**src/rtl/spi_slave_device.sv**
```systemverilog
// SPI mode-0 responder, pins oversampled in SYS_CLK; define SPI_SLAVE_ERR_EN to build sticky ERR flags.
// Latency: last SCK rise -> RX_VALID in SYNC_STAGES+2 cycles; TX_LOAD taken only while TX_READY, RX has no backpressure.
module spi_slave_device #(
  parameter int                   DATA_BITS   = 16,
  parameter int                   SYNC_STAGES = 2,
  parameter logic [DATA_BITS-1:0] TX_DEFAULT  = '0
) (
  input  logic                 SYS_CLK,
  input  logic                 reset,
  input  logic                 SCK,
  input  logic                 CSbar,
  input  logic                 MOSI,
  output logic                 MISO,
  output logic                 MISO_OE,
  input  logic [DATA_BITS-1:0] TX_DATA,
  input  logic                 TX_LOAD,
  output logic                 TX_READY,
  output logic [DATA_BITS-1:0] RX_DATA,
  output logic                 RX_VALID,
  output logic [1:0]           ERR,
  input  logic                 ERR_CLR
);

  localparam int CNT_W = $clog2(DATA_BITS);

  typedef enum logic [1:0] {IDLE = 2'd0, LOAD = 2'd1, SHIFT = 2'd2} state_t;
  state_t state, state_nxt;

  logic [SYNC_STAGES-1:0] sck_sync, cs_sync, mosi_sync;
  logic                   sck_d, cs_d;
  logic                   sck_s, cs_s, mosi_s;
  logic                   sck_rise, sck_fall, cs_fall, cs_rise;

  logic [DATA_BITS-1:0]   tx_buf, tx_shift, next_word;
  logic                   buf_full;
  logic [DATA_BITS-2:0]   rx_shift;
  logic [CNT_W-1:0]       cnt, cnt_after;
  logic                   rx_pend;
  logic                   load_word, close, shift_rise, shift_fall, reload, consume;
  logic                   load_acc, word_done, frame_err, underrun_evt;

  // CSbar chain resets low: a frame cut by reset is never re-entered mid-word,
  // the responder waits for CSbar to go high and fall again.
  always_ff @(posedge SYS_CLK) begin
    if (reset) begin
      sck_sync  <= '0;
      cs_sync   <= '0;
      mosi_sync <= '0;
      sck_d     <= 1'b0;
      cs_d      <= 1'b0;
    end else begin
      sck_sync  <= {sck_sync[SYNC_STAGES-2:0], SCK};
      cs_sync   <= {cs_sync[SYNC_STAGES-2:0], CSbar};
      mosi_sync <= {mosi_sync[SYNC_STAGES-2:0], MOSI};
      sck_d     <= sck_s;
      cs_d      <= cs_s;
    end
  end

  assign sck_s    = sck_sync[SYNC_STAGES-1];
  assign cs_s     = cs_sync[SYNC_STAGES-1];
  assign mosi_s   = mosi_sync[SYNC_STAGES-1];
  assign sck_rise =  sck_s & ~sck_d;
  assign sck_fall = ~sck_s &  sck_d;
  assign cs_fall  = ~cs_s  &  cs_d;
  assign cs_rise  =  cs_s  & ~cs_d;

  always_ff @(posedge SYS_CLK) begin
    if (reset) state <= IDLE;
    else       state <= state_nxt;
  end

  always_comb begin
    state_nxt = state;
    load_word = 1'b0;
    close     = 1'b0;
    case (state)
      IDLE:    if (cs_fall) state_nxt = LOAD;
      LOAD: begin
        load_word = 1'b1;
        state_nxt = SHIFT;
      end
      SHIFT: if (cs_rise) begin
        close     = 1'b1;
        state_nxt = IDLE;
      end
      default: state_nxt = IDLE;
    endcase
  end

  assign shift_rise   = (state == SHIFT) & sck_rise;
  assign shift_fall   = (state == SHIFT) & sck_fall & ~cs_rise;
  assign word_done    = shift_rise & (cnt == CNT_W'(DATA_BITS - 1));
  assign cnt_after    = word_done ? '0 : (shift_rise ? cnt + CNT_W'(1) : cnt);
  // The SCK edge in a closing cycle counts before the frame check.
  assign frame_err    = close & (cnt_after != '0);
  assign reload       = shift_fall & (cnt == '0);
  assign consume      = load_word | reload;
  assign underrun_evt = consume & ~buf_full;
  assign load_acc     = TX_LOAD & ~buf_full;
  assign next_word    = buf_full ? tx_buf : TX_DEFAULT;

  assign TX_READY = ~buf_full;
  assign MISO     = tx_shift[DATA_BITS-1];

  always_ff @(posedge SYS_CLK) begin
    if (reset) begin
      tx_buf   <= '0;
      buf_full <= 1'b0;
      tx_shift <= '0;
      rx_shift <= '0;
      cnt      <= '0;
      rx_pend  <= 1'b0;
      RX_DATA  <= '0;
      RX_VALID <= 1'b0;
      MISO_OE  <= 1'b0;
    end else begin
      rx_pend  <= word_done;
      RX_VALID <= rx_pend;

      // A load coinciding with consumption of an empty buffer is kept for the next word.
      if (load_acc) begin
        tx_buf   <= TX_DATA;
        buf_full <= 1'b1;
      end else if (consume) begin
        buf_full <= 1'b0;
      end

      if (shift_rise) begin
        rx_shift <= {rx_shift[DATA_BITS-3:0], mosi_s};
        cnt      <= cnt_after;
      end
      if (word_done) RX_DATA <= {rx_shift, mosi_s};

      if (consume)
        tx_shift <= next_word;
      else if (shift_fall && cnt != '0)
        tx_shift <= {tx_shift[DATA_BITS-2:0], 1'b0};

      if (load_word) begin
        MISO_OE <= 1'b1;
        cnt     <= '0;
      end
      if (close) begin
        MISO_OE  <= 1'b0;
        tx_shift <= '0;
        cnt      <= '0;
      end
    end
  end

`ifdef SPI_SLAVE_ERR_EN
  logic [1:0] err_q;

  // Set events are applied after the clear so they win.
  always_ff @(posedge SYS_CLK) begin
    if (reset) begin
      err_q <= 2'b00;
    end else begin
      if (ERR_CLR)      err_q    <= 2'b00;
      if (underrun_evt) err_q[0] <= 1'b1;
      if (frame_err)    err_q[1] <= 1'b1;
    end
  end

  assign ERR = err_q;
`else
  logic err_unused;
  assign err_unused = ^{ERR_CLR, underrun_evt, frame_err};
  assign ERR        = 2'b00;
`endif

endmodule

```
**config.mk**
```make
export PLATFORM = sky130hd
export DESIGN_NAME = spi_slave_device
export DESIGN_NICKNAME = d
export VERILOG_FILES = /design/src/rtl/spi_slave_device.sv
export SDC_FILE = /design/constraint.sdc
export NUM_CORES = 1
export LEC_CHECK = 0
export ABC_AREA = 1
export CAP_MARGIN = 20
export CORE_UTILIZATION = 40
export DETAILED_ROUTE_END_ITERATION = 8
export GPL_TIMING_DRIVEN = 0
export PLACE_DENSITY = 0.6
export REMOVE_ABC_BUFFERS = 1
export SLEW_MARGIN = 40
export SYNTH_ARGS = -nofsm -noshare
export SYNTH_HDL_FRONTEND = slang
export SYNTH_SLANG_ARGS = --single-unit
```
**constraint.sdc**
```tcl
create_clock -name SYS_CLK -period 3.42 [get_ports SYS_CLK]
set_input_delay 1.026 -clock SYS_CLK [delete_from_list [all_inputs] [get_ports SYS_CLK]]
set_output_delay 1.026 -clock SYS_CLK [all_outputs]
set_load 0.1 [all_outputs]
```
==> reports/metrics.csv <==
metric;value;unit
die width;91.68;um
Synth Cell Area;3217;um2
Rel. slew slack;0.5405;
final hold vios;0;
DP Worst Slack;0.5823;ns
total track usage;0.1717;
Cell Chain, Critical Path;inv_1 -> buf_2;
io pins;45;
DR WL/cell;11.87;um
final net count;472;
clock sink count;81;
Final GP Congestion;0.7147;
post-CTS sizing;0;
fmax;392.9;MHz
Placed Instances;538;
Seq/Total Area, Yosys;0.5041;
unrepaired setup endpoints after global routing;no;
status;complete, no violations;
commonest cells in the netlist;nor2_1, dfxtp_1, nand3_1, o21ai_0, nand2_1;
placed wire-length estimate;4007;um
port buffer count;41;
DRT iter0 DRCs;130;
crit path launch;buf_full;
Die H;91.68;um
number of global-route vias before repair;2546;
Final setup viols;0;
Congestion Overflow GR;0;
clock slew at reported path FFs;0.08;ns
Synth area leaders;dfxtp_1, nor2_1, nand3_1;
crit end category;output pin;
RR Endpoint;tx_buf[12];
crit share post-route;0.7441;
crit path buf inv count;2;
Least-Margin Pin Slew;0.6871;ns
synthesized netlist cell count;420;
worst skew pair latency;0.35;ns
hold slack;0.4040;ns
clk buf depth;2;
Vias;2687;
crit path kind;reg2out;
post-synth top area cell;dfxtp_1;
drc violations;0;
slowest CP cell;dfxtp_1;
Worst Path Required;2.39;ns
Core Rows;32;
CTS H-tree lvls;3;
Post-DRT Antenna Nets;0;
r2r worst-path depth;5;
Clock Skew;0.005756;ns
hold crit path type;reg2reg;
FFs w/ async S/R, synth;0;
Syn. warnings;0;
Reg2Reg Setup Slack;1.40;ns
starting density of the core;0.4141;
Slew Viols, Final;0;
CP peak stage delay;0.74;ns
worst setup margin;0.8750;ns
first-pass GRT wire length;11610;um
TritonRoute pass-1 iters;4;
Arr. time, crit path;1.52;ns
top_reg_cell synth;dfxtp_1;
flops & latches, synth;81;
count leader, synth;nor2_1;
initial antenna violation count;0;
reg2reg start;buf_full;
Yosys top cell area share;0.5041;
vias per cell;4.859;
Post-Route WL;6563;um
VDD IR-drop max;0.2284;mV
Pleak;1.531;nW
layout cells sized above 1;0.1042;
Post-Layout Cell Count;553;
largest net degree at the start of global routing;35;
Num CTS Buffers;9;
Worst path depth;2;
Cell variety after synth;26;
pwr/cell area;482.8;nW/um2
CORE AREA;7767;um2
synthesized area per cell;7.659;um2
Post-synth EDFFs;0;
antenna cell count;0;
TritonCTS clock tree;built;
max-cap check violation count;0;
Post-CTS Hold Fix Bufs;0;
Area Overhead vs Synth;13.38;%
clock root cell;clkbuf_8;
fillers;799;
crit path max fanout;19;
crit path to;TX_READY;
crit-path leading delay family;flip-flops;
Post-CTS Setup Bufs;0;
die area;8404;um2
startpoint types;register;
Final Critical Period;2.545;ns
-- cell families after synthesis --
kind of cell               after synthesis  synth area share
buffers and inverters                   52           0.08829
adders and majority gates                2          0.007778
DFF                                     81            0.5041
and+or+nand+nor                        212            0.2851
other                                    1          0.001166
AOI/OAI and AO/OA                       71            0.1109
xor gates and xnor gates                 1          0.002723
-- cell usage in the layout (no fill, tap or decap), types with 2 or more instances in the layout --
cell type	count
nand2_2	2
inv_2	4
clkdlybuf4s50_1	20
nor3_1	2
nand2_4	3
clkbuf_1	3
conb_1	2
nand3_1	51
buf_2	21
clkbuf_8	9
nor2_1	108
nand2_1	42
a21oi_1	21
ha_1	2
nand3_2	2
inv_1	21
dfxtp_1	81
o21ai_0	48
-- worst min-delay path: stages, from the launching register on --
cell and delay (ns):
dfxtp_1 0.30, inv_1 0.04, nor2_1 0.03
-- power breakdown --
part           switching (mW)  internal, mW
logic                  0.0733        0.0439
registers              0.0167         0.968
clock network           0.326         0.333
-- per-layer routing --
metal  vias up  track usage  share of wire
li1       1396            -              -
met4         0      0.07407          0.018
met5         -            0              0
met2        53       0.2888           0.44
met1      1226       0.2101           0.49
met3        12      0.03897          0.044
-- worst min path at each step --
stage / from / endpoint / slack (ns) / cells after the start
floorplan: rx_pend / RX_VALID / 0.39 / 2
global placement: mosi_sync[0] / mosi_sync[1] / 0.39 / 2
detailed placement: cs_sync[0] / cs_sync[1] / 0.39 / 2
CTS: cs_sync[0] / cs_sync[1] / 0.41 / 2
global route: cs_sync[0] / cs_sync[1] / 0.43 / 2
finish: sck_sync[0] / sck_sync[1] / 0.40 / 2
-- sequential cells by signal (all words and copies together) (netlist names) --
name / cells
cs_sync: 2
state: 2
tx_buf: 16
cs_d: 1
RX_DATA: 16
sck_sync: 2
RX_VALID: 1
MISO_OE: 1
sck_d: 1
mosi_sync: 2
rx_pend: 1
cnt: 4
buf_full: 1
tx_shift: 16
rx_shift: 15
-- metrics by stage --
stage | total power [mW] | utilization | setup TNS, ns | area, um2
after floorplan | 1.076 | - | 0 | 3037
after global placement | 1.124 | 0.4602 | -3.671 | 3575
after detailed placement | 1.124 | 0.4467 | 0 | 3470
after CTS | 1.780 | 0.4696 | 0 | 3647
after global routing | 1.841 | 0.4696 | 0 | 3647
final | 1.761 | 0.4696 | 0 | 3647
-- final cells by class --
cell class / instances / area (um2) / share of cell area
flip-flops and latches: 81 / 1622 / 0.4446
multi-input cells: 288 / 1315 / 0.3605
well taps: 102 / 127.6 / 0.03499
clock inverters: 3 / 42.54 / 0.01166
inverters: 26 / 100.1 / 0.02744
repair buffers: 41 / 305.3 / 0.08370
clock buffers: 12 / 135.1 / 0.03705
No activity file was read; power rests on OpenSTA's default activity.
